===== config.mk =====
export PLATFORM = sky130hd
export DESIGN_NAME = udp_rx_filter
export DESIGN_NICKNAME = d
export VERILOG_FILES = /design/src/rtl/udp_rx_pkg.sv /design/src/rtl/udp_rx_filter.sv
export SDC_FILE = /design/constraint.sdc
export NUM_CORES = 1
export LEC_CHECK = 0
export BUFFER_PORTS_ARGS = -buffer_cell sky130_fd_sc_hd__buf_2
export CORE_AREA = 2 2 160 131
export CTS_BUF_LIST = sky130_fd_sc_hd__clkbuf_4 sky130_fd_sc_hd__clkbuf_8
export DETAILED_ROUTE_END_ITERATION = 10
export DIE_AREA = 0 0 162 133
export GPL_ROUTABILITY_DRIVEN = 0
export PLACE_DENSITY = 0.54
export SLEW_MARGIN = 20
export SYNTH_ARGS = -nofsm -noshare
export SYNTH_HDL_FRONTEND = slang
export SYNTH_SLANG_ARGS = --single-unit

===== constraint.sdc =====
create_clock -name clk -period 3 [get_ports clk]
set_input_delay 0.3 -clock clk [delete_from_list [all_inputs] [get_ports clk]]
set_output_delay 0.3 -clock clk [all_outputs]
set_load 0.01 [all_outputs]

===== src/rtl/udp_rx_pkg.sv =====
// Shared types and constants for the UDP receive filter.
// Holds the parser state encoding, header length constants, protocol
// constants and the byte index of the last byte of every checked or
// captured header field (index 0 = first byte of the destination MAC).
package udp_rx_pkg;

    typedef enum logic [2:0] {
        IDLE    = 3'd0,
        HDR     = 3'd1,
        PAYLOAD = 3'd2,
        TAIL    = 3'd3,
        SKIP    = 3'd4
    } rx_state_t;

    localparam int unsigned ETH_HDR_LEN = 14;
    localparam int unsigned IP_HDR_LEN  = 20;
    localparam int unsigned UDP_HDR_LEN = 8;
    localparam int unsigned HDR_TOTAL   = ETH_HDR_LEN + IP_HDR_LEN + UDP_HDR_LEN;

    localparam logic [15:0] ETHERTYPE_IPV4 = 16'h0800;
    localparam logic [7:0]  IP_PROTO_UDP   = 8'd17;
    localparam logic [7:0]  IP_VER_IHL     = 8'h45;
    localparam logic [47:0] MAC_BCAST      = 48'hFFFF_FFFF_FFFF;

    // Index of the final byte of each field; the field is judged on that cycle.
    localparam logic [5:0] OFF_DST_MAC_END  = 6'd5;
    localparam logic [5:0] OFF_ETYPE_END    = 6'(ETH_HDR_LEN - 1);
    localparam logic [5:0] OFF_VER_IHL      = 6'(ETH_HDR_LEN);
    localparam logic [5:0] OFF_FRAG_END     = 6'(ETH_HDR_LEN + 7);
    localparam logic [5:0] OFF_PROTO        = 6'(ETH_HDR_LEN + 9);
    localparam logic [5:0] OFF_SRC_IP_END   = 6'(ETH_HDR_LEN + 15);
    localparam logic [5:0] OFF_DST_IP_END   = 6'(ETH_HDR_LEN + 19);
    localparam logic [5:0] OFF_SRC_PORT_END = 6'(ETH_HDR_LEN + IP_HDR_LEN + 1);
    localparam logic [5:0] OFF_DST_PORT_END = 6'(ETH_HDR_LEN + IP_HDR_LEN + 3);
    localparam logic [5:0] OFF_UDP_LEN_END  = 6'(ETH_HDR_LEN + IP_HDR_LEN + 5);
    localparam logic [5:0] OFF_HDR_LAST     = 6'(HDR_TOTAL - 1);

endpackage


===== src/rtl/udp_rx_filter.sv =====
// UDP receive filter: parses an Ethernet II / IPv4 / UDP byte stream,
// accepts datagrams addressed to LOCAL_MAC (or broadcast), LOCAL_IP and
// LOCAL_PORT, strips all headers and emits the payload as one contiguous
// registered burst. Padding and FCS are consumed silently.
// Ports:
//   clk, rstn            clock, asynchronous active-low reset
//   rx_valid, rx_data    input frame bytes, rx_valid high for a whole frame
//   o_valid, o_data      payload byte strobe / byte (1 cycle after input)
//   o_src_ip, o_src_port source of the last accepted datagram
//   pkt_done             pulse with the last payload byte (or after header
//                        when the payload is empty)
//   pkt_drop             pulse on rejection or truncation
module udp_rx_filter
    import udp_rx_pkg::*;
#(
    parameter logic [47:0] LOCAL_MAC  = 48'h02_00_00_00_00_01,
    parameter logic [31:0] LOCAL_IP   = 32'hC0A8_0102,
    parameter logic [15:0] LOCAL_PORT = 16'd8080,
    parameter bit          CHECK_MAC  = 1'b1
) (
    input  logic        clk,
    input  logic        rstn,
    input  logic        rx_valid,
    input  logic [7:0]  rx_data,
    output logic        o_valid,
    output logic [7:0]  o_data,
    output logic [31:0] o_src_ip,
    output logic [15:0] o_src_port,
    output logic        pkt_done,
    output logic        pkt_drop
);

    rx_state_t   state_q,    state_d;
    logic [5:0]  idx_q,      idx_d;
    logic [39:0] sr_q,       sr_d;
    logic [15:0] pay_cnt_q,  pay_cnt_d;
    logic        armed_q,    armed_d;
    logic [31:0] hdr_ip_q,   hdr_ip_d;
    logic [15:0] hdr_port_q, hdr_port_d;
    logic        o_valid_q,  o_valid_d;
    logic [7:0]  o_data_q,   o_data_d;
    logic        done_q,     done_d;
    logic        drop_q,     drop_d;
    logic [31:0] src_ip_q,   src_ip_d;
    logic [15:0] src_port_q, src_port_d;

    logic [5:0]  cur_idx;
    logic        hdr_byte;
    logic        field_ok;
    logic [15:0] w16;
    logic [31:0] w32;
    logic [47:0] w48;

    // Field value ending with the byte currently on rx_data.
    assign w16 = {sr_q[7:0],  rx_data};
    assign w32 = {sr_q[23:0], rx_data};
    assign w48 = {sr_q[39:0], rx_data};

    always_comb begin
        state_d    = state_q;
        idx_d      = idx_q;
        sr_d       = sr_q;
        pay_cnt_d  = pay_cnt_q;
        armed_d    = armed_q;
        hdr_ip_d   = hdr_ip_q;
        hdr_port_d = hdr_port_q;
        o_valid_d  = 1'b0;
        o_data_d   = o_data_q;
        done_d     = 1'b0;
        drop_d     = 1'b0;
        src_ip_d   = src_ip_q;
        src_port_d = src_port_q;
        hdr_byte   = 1'b0;
        field_ok   = 1'b1;
        // The first byte of a frame arrives while still in IDLE.
        cur_idx    = (state_q == IDLE) ? '0 : idx_q;

        unique case (state_q)
            IDLE: begin
                if (rx_valid) begin
                    // Until rx_valid has been seen low after reset we may be
                    // mid-frame, so the frame is skipped.
                    if (!armed_q) state_d = SKIP;
                    else          hdr_byte = 1'b1;
                end else begin
                    armed_d = 1'b1;
                end
            end
            HDR: begin
                if (rx_valid) begin
                    hdr_byte = 1'b1;
                end else begin
                    drop_d  = 1'b1;
                    state_d = IDLE;
                end
            end
            PAYLOAD: begin
                if (rx_valid) begin
                    o_valid_d = 1'b1;
                    o_data_d  = rx_data;
                    pay_cnt_d = pay_cnt_q - 16'd1;
                    if (pay_cnt_q == 16'd1) begin
                        done_d     = 1'b1;
                        src_ip_d   = hdr_ip_q;
                        src_port_d = hdr_port_q;
                        state_d    = TAIL;
                    end
                end else begin
                    drop_d  = 1'b1;
                    state_d = IDLE;
                end
            end
            TAIL, SKIP: begin
                if (!rx_valid) state_d = IDLE;
            end
            default: state_d = IDLE;
        endcase

        if (hdr_byte) begin
            sr_d    = {sr_q[31:0], rx_data};
            idx_d   = cur_idx + 6'd1;
            state_d = HDR;
            case (cur_idx)
                OFF_DST_MAC_END:  field_ok = !CHECK_MAC || (w48 == LOCAL_MAC) || (w48 == MAC_BCAST);
                OFF_ETYPE_END:    field_ok = (w16 == ETHERTYPE_IPV4);
                OFF_VER_IHL:      field_ok = (rx_data == IP_VER_IHL);
                // MF flag and fragment offset must both be zero; DF is ignored.
                OFF_FRAG_END:     field_ok = ((w16 & 16'h3FFF) == '0);
                OFF_PROTO:        field_ok = (rx_data == IP_PROTO_UDP);
                OFF_SRC_IP_END:   hdr_ip_d = w32;
                OFF_DST_IP_END:   field_ok = (w32 == LOCAL_IP);
                OFF_SRC_PORT_END: hdr_port_d = w16;
                OFF_DST_PORT_END: field_ok = (w16 == LOCAL_PORT);
                OFF_UDP_LEN_END: begin
                    field_ok  = (w16 >= 16'(UDP_HDR_LEN));
                    pay_cnt_d = w16 - 16'(UDP_HDR_LEN);
                end
                default: ;
            endcase
            if (!field_ok) begin
                drop_d  = 1'b1;
                state_d = SKIP;
            end else if (cur_idx == OFF_HDR_LAST) begin
                if (pay_cnt_q == '0) begin
                    done_d     = 1'b1;
                    src_ip_d   = hdr_ip_q;
                    src_port_d = hdr_port_q;
                    state_d    = TAIL;
                end else begin
                    state_d = PAYLOAD;
                end
            end
        end
    end

    always_ff @(posedge clk or negedge rstn) begin
        if (!rstn) begin
            state_q    <= IDLE;
            idx_q      <= '0;
            sr_q       <= '0;
            pay_cnt_q  <= '0;
            armed_q    <= 1'b0;
            hdr_ip_q   <= '0;
            hdr_port_q <= '0;
            o_valid_q  <= 1'b0;
            o_data_q   <= '0;
            done_q     <= 1'b0;
            drop_q     <= 1'b0;
            src_ip_q   <= '0;
            src_port_q <= '0;
        end else begin
            state_q    <= state_d;
            idx_q      <= idx_d;
            sr_q       <= sr_d;
            pay_cnt_q  <= pay_cnt_d;
            armed_q    <= armed_d;
            hdr_ip_q   <= hdr_ip_d;
            hdr_port_q <= hdr_port_d;
            o_valid_q  <= o_valid_d;
            o_data_q   <= o_data_d;
            done_q     <= done_d;
            drop_q     <= drop_d;
            src_ip_q   <= src_ip_d;
            src_port_q <= src_port_d;
        end
    end

    assign o_valid    = o_valid_q;
    assign o_data     = o_data_q;
    assign o_src_ip   = src_ip_q;
    assign o_src_port = src_port_q;
    assign pkt_done   = done_q;
    assign pkt_drop   = drop_q;

endmodule


==> impl_metrics.env, run 1 <==
export IMPL_outcome="completed"
export IMPL_syn_area_per_cell_um2=11.4
export IMPL_drive_above_1_share_pct=26.6
export IMPL_async_flop_share_pct=100
export IMPL_clk_pin_slew_worst_paths_ns=0.10
export IMPL_grt_max_degree=87
export IMPL_clock_path_buffers=2
export IMPL_area_growth_synth_to_final_pct=13.9
export IMPL_tritoncts="built"
export IMPL_fp_dieH_um=133
export IMPL_required_ns=3.34
export IMPL_setup_tns_ns=0
export IMPL_clock_sink_count=173
export IMPL_worstPathArrival_ns=3.16
export IMPL_hold_violations=0
export IMPL_crit_type="reg2reg"
export IMPL_path_buf_inv=2
export IMPL_synth_seq_area_share_pct=55.4
export IMPL_ios=70
export IMPL_grt_pass1_wl_um=30700
export IMPL_cts_root_buf="clkbuf_8"
export IMPL_critPathSlowestCell="dfrtp_1"
export IMPL_routed_wl_um=18400
export IMPL_r2r_cells=10
export IMPL_ir_drop_mv=0.303
export IMPL_synth_seq_cells=173
export IMPL_synth_area_leader_cell="dfrtp_1"
export IMPL_rows=47
export IMPL_drc=0
export IMPL_comb_power_share_pct=16.0
export IMPL_whs_ns=0.131
export IMPL_grt_pass1_vias=5623
export IMPL_drtPass1Iterations=4
export IMPL_fill_cells=1915
export IMPL_synthesis_area_um2=7820
export IMPL_clk_latency_ns=0.46
export IMPL_crit_end="o_src_port[3]$_DFF_PN0_"
export IMPL_swShare_pct=33.6
export IMPL_grt_remaining_overflow=0
export IMPL_hold_class="in2reg"
export IMPL_synth_ff_type="dfrtp_1"
export IMPL_internal_power_mw=3.73
export IMPL_ant_nets=0
export IMPL_path_cells="or3_1 -> and2_1 -> inv_1 -> ha_2 -> and4bb_2 -> and3_1 -> nand3_1 -> a21o_2 -> buf_12 -> mux2_1"
export IMPL_slew_headroom_pct=46.3
export IMPL_wire_per_inst_um=17.9
export IMPL_core_area_um2=20100
export IMPL_final_core_util_pct=44.3
export IMPL_fin_crit_sh_pct=94.1
export IMPL_die_x_um=162
export IMPL_post_cts_buffers=0
export IMPL_synth_edff_count=0
export IMPL_rrSetupSlack_ns=0.18
export IMPL_p_per_area_nw_per_um2=630
export IMPL_yosys_area_top_type_share_pct=55.4
export IMPL_max_freq_mhz=354
export IMPL_rsz0062_at_grt="no"
export IMPL_cp_top_family="simple AND/OR/NAND/NOR gates"
export IMPL_route_vias_total=5371
export IMPL_tightest_slew_ns=0.805
export IMPL_cts_buffers_inserted=17
export IMPL_setup_violations=0
export IMPL_track_usage_pct=18.3
export IMPL_cp_start_kind="flop"
export IMPL_end_kind="flop"
export IMPL_htree_levels=4
export IMPL_die_area_um2=21500
export IMPL_yosys_warnings=0
export IMPL_pwr_share_clk_pct=30.7
export IMPL_finalClockSkew_ns=0.0127
export IMPL_drt_initial_drc_count=331
export IMPL_slowest_delay_ns=0.45
export IMPL_hpwl_um=12200
export IMPL_synth_fp_nets=702
export IMPL_worstReg2RegStart="state_q[2]$_DFFE_PN0P_"
export IMPL_crit_cells=10
export IMPL_port_buffers=69
export IMPL_period_needed_ns=2.82
export IMPL_max_cap_violations=0
export IMPL_critPathLaunch="state_q[2]$_DFFE_PN0P_"
export IMPL_rr_endpoint="o_src_port[3]$_DFF_PN0_"
export IMPL_drv_slew=0
export IMPL_p_leak_nw=4.57
export IMPL_nNetsFinal=766
export IMPL_p_seq_share_pct=53.3
export IMPL_switchingPower_mw=1.89
export IMPL_viasPerCell=5.21
export IMPL_synth_cell_type_count=58
export IMPL_netlist_instances=685
export IMPL_grt_antenna_before_repair=1
export IMPL_ys_top_cells_by_area="dfrtp_1 (55%), nand2_1 (7.2%), mux2_2 (6.5%)"
export IMPL_initial_core_util_pct=38.9
export IMPL_worstPathMaxFanout=26
export IMPL_num_antenna_cells=0
-- repair_timing --
item,in CTS,in global routing
resized for setup,0,1
hold buffers,1,0
hold endpoints to repair,83,0
endpoints found under the setup margin,0,6
-- worst min path at each step --
stage / startpoint / end / slack [ns] / depth (start not counted)
4_1_cts: rx_valid / armed_q$_DFFE_PN0P_ / 0.11 / 2
5_1_grt: rx_valid / armed_q$_DFFE_PN0P_ / 0.14 / 2
2_1_floorplan: rstn / armed_q$_DFFE_PN0P_ / 0.004 / 0
3_5_place_dp: rstn / o_src_ip[27]$_DFF_PN0_ / 0.43 / 1
6_report: rx_valid / armed_q$_DFFE_PN0P_ / 0.13 / 2
3_3_place_gp: rstn / pkt_done$_DFF_PN0_ / 0.42 / 1
-- per-layer routing --
metal	global-route usage, %	routed length (um)	vias up
met1	26.6	8970	2719
met2	26.8	8090	160
met3	5.02	1120	20
met4	5.46	239	0
li1	-	-	2472
met5	0	0	-
-- registers in the layout, indices dropped and copies added, names as in the netlist, 3 cells and up --
| signal | flops |
|---|---|
| sr_q | 40 |
| hdr_ip_q | 32 |
| o_src_ip | 32 |
| hdr_port_q | 16 |
| o_src_port | 16 |
| pay_cnt_q | 16 |
| o_data | 8 |
| idx_q | 6 |
| state_q | 3 |
-- cell usage in the layout, fill, tap and decap left out, drive strengths merged, types with 15 or more instances in the layout --
cell type | Yosys | layout
xor2 | 20 | 20
a21oi | 15 | 15
clkbuf | 23 | 17
mux2 | 103 | 103
nor4 | 20 | 20
nor2 | 28 | 28
inv | 9 | 16
nand4 | 16 | 16
dfrtp | 173 | 173
buf | 22 | 89
nand2 | 149 | 149
-- power by group through the flow --
stage | Sequential [mW] | Combinational (mW) | Clock (mW)
3_5_place_dp | 3.02 | 0.894 | 0
3_3_place_gp | 3.02 | 0.873 | 0
5_1_grt | 3.03 | 1.02 | 1.89
4_1_cts | 2.98 | 0.903 | 1.78
2_1_floorplan | 2.85 | 0.665 | 0
6_report | 2.99 | 0.899 | 1.73
-- layout make-up --
type,count,area [um2],share of cell area [%]
flip-flops and latches,173,4330,48.6
multi-input cells,458,3240,36.4
repair buffers,90,549,6.17
well taps,269,337,3.78
clock buffers,17,234,2.63
clock inverters,15,180,2.02
inverters,9,33.8,0.379
-- through the flow --
| stage | area [um2] | cells | worst slack, ns | total power [mW] |
|---|---|---|---|---|
| 6_report | 8910 | 1031 | 0.178 | 5.62 |
| 3_5_place_dp | 8480 | 998 | 0.189 | 3.92 |
| 5_1_grt | 8910 | 1031 | 0.0290 | 5.94 |
| 3_3_place_gp | 8480 | 998 | 0.271 | 3.89 |
| 4_1_cts | 8900 | 1031 | 0.165 | 5.66 |
| 2_1_floorplan | 7820 | 685 | 0.260 | 3.51 |
-- worst register-to-register path, stage by stage (launching register included) --
cell	delay [ns]
dfrtp_1	0.45
or3_1	0.40
and2_1	0.22
inv_1	0.07
ha_2	0.22
and4bb_2	0.25
and3_1	0.21
nand3_1	0.09
a21o_2	0.25
buf_12	0.18
mux2_1	0.35
-- cells by family after synthesis --
family                   share of synthesized area [%]
AO/OA/AOI/OAI                                     3.55
XOR/XNOR                                          3.36
adder cells (fa/ha/maj)                          0.960
buffers and inverters                             3.36
flip-flops                                        55.4
multiplexers                                      16.2
AND/OR/NAND/NOR                                   17.2
-- Yosys cell counts, types with 3 or more instances --
| library cell | n |
|---|---|
| a21oi_1 | 15 |
| and2_1 | 4 |
| nor3_1 | 11 |
| nand2b_1 | 4 |
| buf_6 | 4 |
| nand4_1 | 16 |
| xnor2_1 | 10 |
| nor2b_1 | 8 |
| or4_1 | 3 |
| mux2_2 | 45 |
| xor2_1 | 20 |
| buf_4 | 3 |
| ha_1 | 6 |
| nor2_1 | 27 |
| clkbuf_1 | 23 |
| mux2_4 | 26 |
| nand2_1 | 149 |
| o21ai_0 | 5 |
| nor4_1 | 18 |
| dfrtp_1 | 173 |
| buf_2 | 15 |
| o21ai_1 | 8 |
| inv_1 | 9 |
| or3_1 | 3 |
| nand4b_1 | 3 |
| nand3_1 | 7 |
| mux2_1 | 32 |
No activity file was read; power rests on OpenSTA's default activity.
==> run 2: changes to the inputs <==
Settings changed: CELL_PAD_IN_SITES_DETAIL_PLACEMENT set to 0, CELL_PAD_IN_SITES_GLOBAL_PLACEMENT set to 1, PLACE_DENSITY 0.54 to 0.64.
==> impl_metrics.env, run 2 (synthesis results as in run 1) <==
export IMPL_outcome="completed"
export IMPL_post_cts_buffers=0
export IMPL_cp_top_family="simple AND/OR/NAND/NOR gates"
export IMPL_initial_core_util_pct=38.9
export IMPL_final_common_cell="dfrtp_1"
export IMPL_whs_ns=0.153
export IMPL_met2_length_um=8080
export IMPL_tightest_slew_ns=0.649
export IMPL_drc=0
export IMPL_max_cap_violations=0
export IMPL_htree_levels=4
export IMPL_multi_input_area_um2=3240
export IMPL_ant_nets=0
export IMPL_tritoncts="built"
export IMPL_cts_buffers_inserted=17
export IMPL_wl_met3_um=777
export IMPL_viasPerCell=5.10
export IMPL_rsz0062_at_grt="no"
export IMPL_register_area_um2=4330
export IMPL_grt_max_degree=77
export IMPL_wire_per_inst_um=17.9
export IMPL_num_antenna_cells=0
export IMPL_cp_start_kind="flop"
export IMPL_slowest_delay_ns=0.46
export IMPL_slew_headroom_pct=56.1
export IMPL_fill_cells=1896
export IMPL_ir_drop_mv=0.269
export IMPL_finalClockSkew_ns=0.0170
export IMPL_fp_dieH_um=133
export IMPL_die_area_um2=21500
export IMPL_grt_pass1_wl_um=29900
export IMPL_setup_violations=0
export IMPL_topRoutingLayerUsed="met4"
export IMPL_drt_initial_drc_count=420
export IMPL_die_x_um=162
export IMPL_drtPass1Iterations=4
export IMPL_rows=47
export IMPL_setup_tns_ns=0
export IMPL_clock_path_buffers=2
export IMPL_cts_root_buf="clkbuf_8"
export IMPL_grt_antenna_before_repair=0
export IMPL_period_needed_ns=2.85
export IMPL_p_per_area_nw_per_um2=621
export IMPL_nNetsFinal=768
export IMPL_p_leak_nw=4.56
export IMPL_drive_above_1_share_pct=26.8
export IMPL_top_register="sr_q"
export IMPL_routed_wl_um=18500
export IMPL_largest_reg_flops=40
export IMPL_core_area_um2=20100
export IMPL_route_vias_total=5267
export IMPL_path_buf_inv=2
export IMPL_mostFrequentLayoutCells="dfrtp_1 (172), nand2_1 (149), buf_2 (68)"
export IMPL_clk_pin_slew_worst_paths_ns=0.10
export IMPL_drv_slew=0
export IMPL_clock_sink_count=173
export IMPL_grt_pass1_vias=5262
export IMPL_crit_type="reg2reg"
export IMPL_path_cells="or3_1 -> and2_1 -> inv_1 -> ha_1 -> and4bb_2 -> and3_1 -> nand3_1 -> a21o_2 -> buf_4 -> mux2_1"
export IMPL_track_usage_pct=17.9
export IMPL_end_kind="flop"
export IMPL_grt_remaining_overflow=0
export IMPL_hold_class="in2reg"
export IMPL_required_ns=3.35
export IMPL_fin_crit_sh_pct=95.0
export IMPL_hpwl_um=12400
export IMPL_wl_met1_um=9410
export IMPL_clk_latency_ns=0.46
export IMPL_max_freq_mhz=351
export IMPL_ios=70
export IMPL_hold_violations=0
export IMPL_rrSetupSlack_ns=0.15
export IMPL_area_growth_synth_to_final_pct=13.6
export IMPL_port_buffers=69
export IMPL_worstPathArrival_ns=3.19
export IMPL_critPathSlowestCell="dfrtp_2"
export IMPL_worstPathMaxFanout=16
run 2: cell types whose count changed in the layout (fill, tap and decap cells not counted), moves of 2 or more:
cell | before | now
buf_4 | 17 | 20
bufinv_16 | 2 | 0
inv_6 | 5 | 1
inv_8 | 2 | 6
run 2: final timing paths:
check                                             to  cells after the start                       from
hold reg to reg            hdr_port_q[5]$_DFFE_PN0P_                      1  hdr_port_q[5]$_DFFE_PN0P_
min in group asynchronous   hdr_ip_q[15]$_DFFE_PN0P_                      2                       rstn
hold / removal                   armed_q$_DFFE_PN0P_                      2                   rx_valid
max in group asynchronous  hdr_port_q[0]$_DFFE_PN0P_                      3                       rstn
setup / recovery              o_src_ip[26]$_DFF_PN0_                     10     state_q[2]$_DFFE_PN0P_
setup reg to reg              o_src_ip[26]$_DFF_PN0_                     10     state_q[2]$_DFFE_PN0P_
run 2: routing by layer:
layer	vias up	track usage (%)
li1	2488	-
met1	2648	27.4
met2	115	25.8
met3	16	3.89
met4	0	4.42
met5	-	0
run 2: report_power, final:
part / leakage (nW) / total (mW) / switching [mW] / internal [mW]
Sequential: 2.32 / 3.02 / 0.411 / 2.61
Clock: 0.190 / 1.61 / 0.975 / 0.632
Combinational: 2.05 / 0.894 / 0.545 / 0.349
Total: 4.56 / 5.52 / 1.93 / 3.59
run 2: final cells by class:
type | instances | share of cell area [%]
clock buffers | 18 | 2.72
clock inverters | 14 | 1.68
inverters | 9 | 0.380
multi-input cells | 458 | 36.5
flip-flops and latches | 173 | 48.7
well taps | 269 | 3.79
repair buffers | 92 | 6.21
run 2: what timing repair did:
item                                    4_1_cts  5_1_grt
hold buffers                                  1        0
endpoints found under the setup margin        0        3
endpoints found under the hold margin        62        0
gates resized for setup                       0        1
run 2: worst register-to-register path, stage by stage (launching register included):
cell and delay [ns]:
dfrtp_2 0.46, or3_1 0.39, and2_1 0.22, inv_1 0.06, ha_1 0.25, and4bb_2 0.29
and3_1 0.21, nand3_1 0.09, a21o_2 0.22, buf_4 0.21, mux2_1 0.34
run 2: metrics by stage:
stage,instance area (um2),setup slack [ns],cells,power [mW],util [%]
final,8880,0.151,1033,5.52,44.2
after global routing,8880,0.0216,1033,5.84,44.2
after CTS,8880,0.144,1033,5.58,44.2
after detailed placement,8480,0.187,1000,3.95,42.2
after global placement,8480,0.274,1000,3.92,42.2
after floorplan,7820,0.260,685,3.51,-
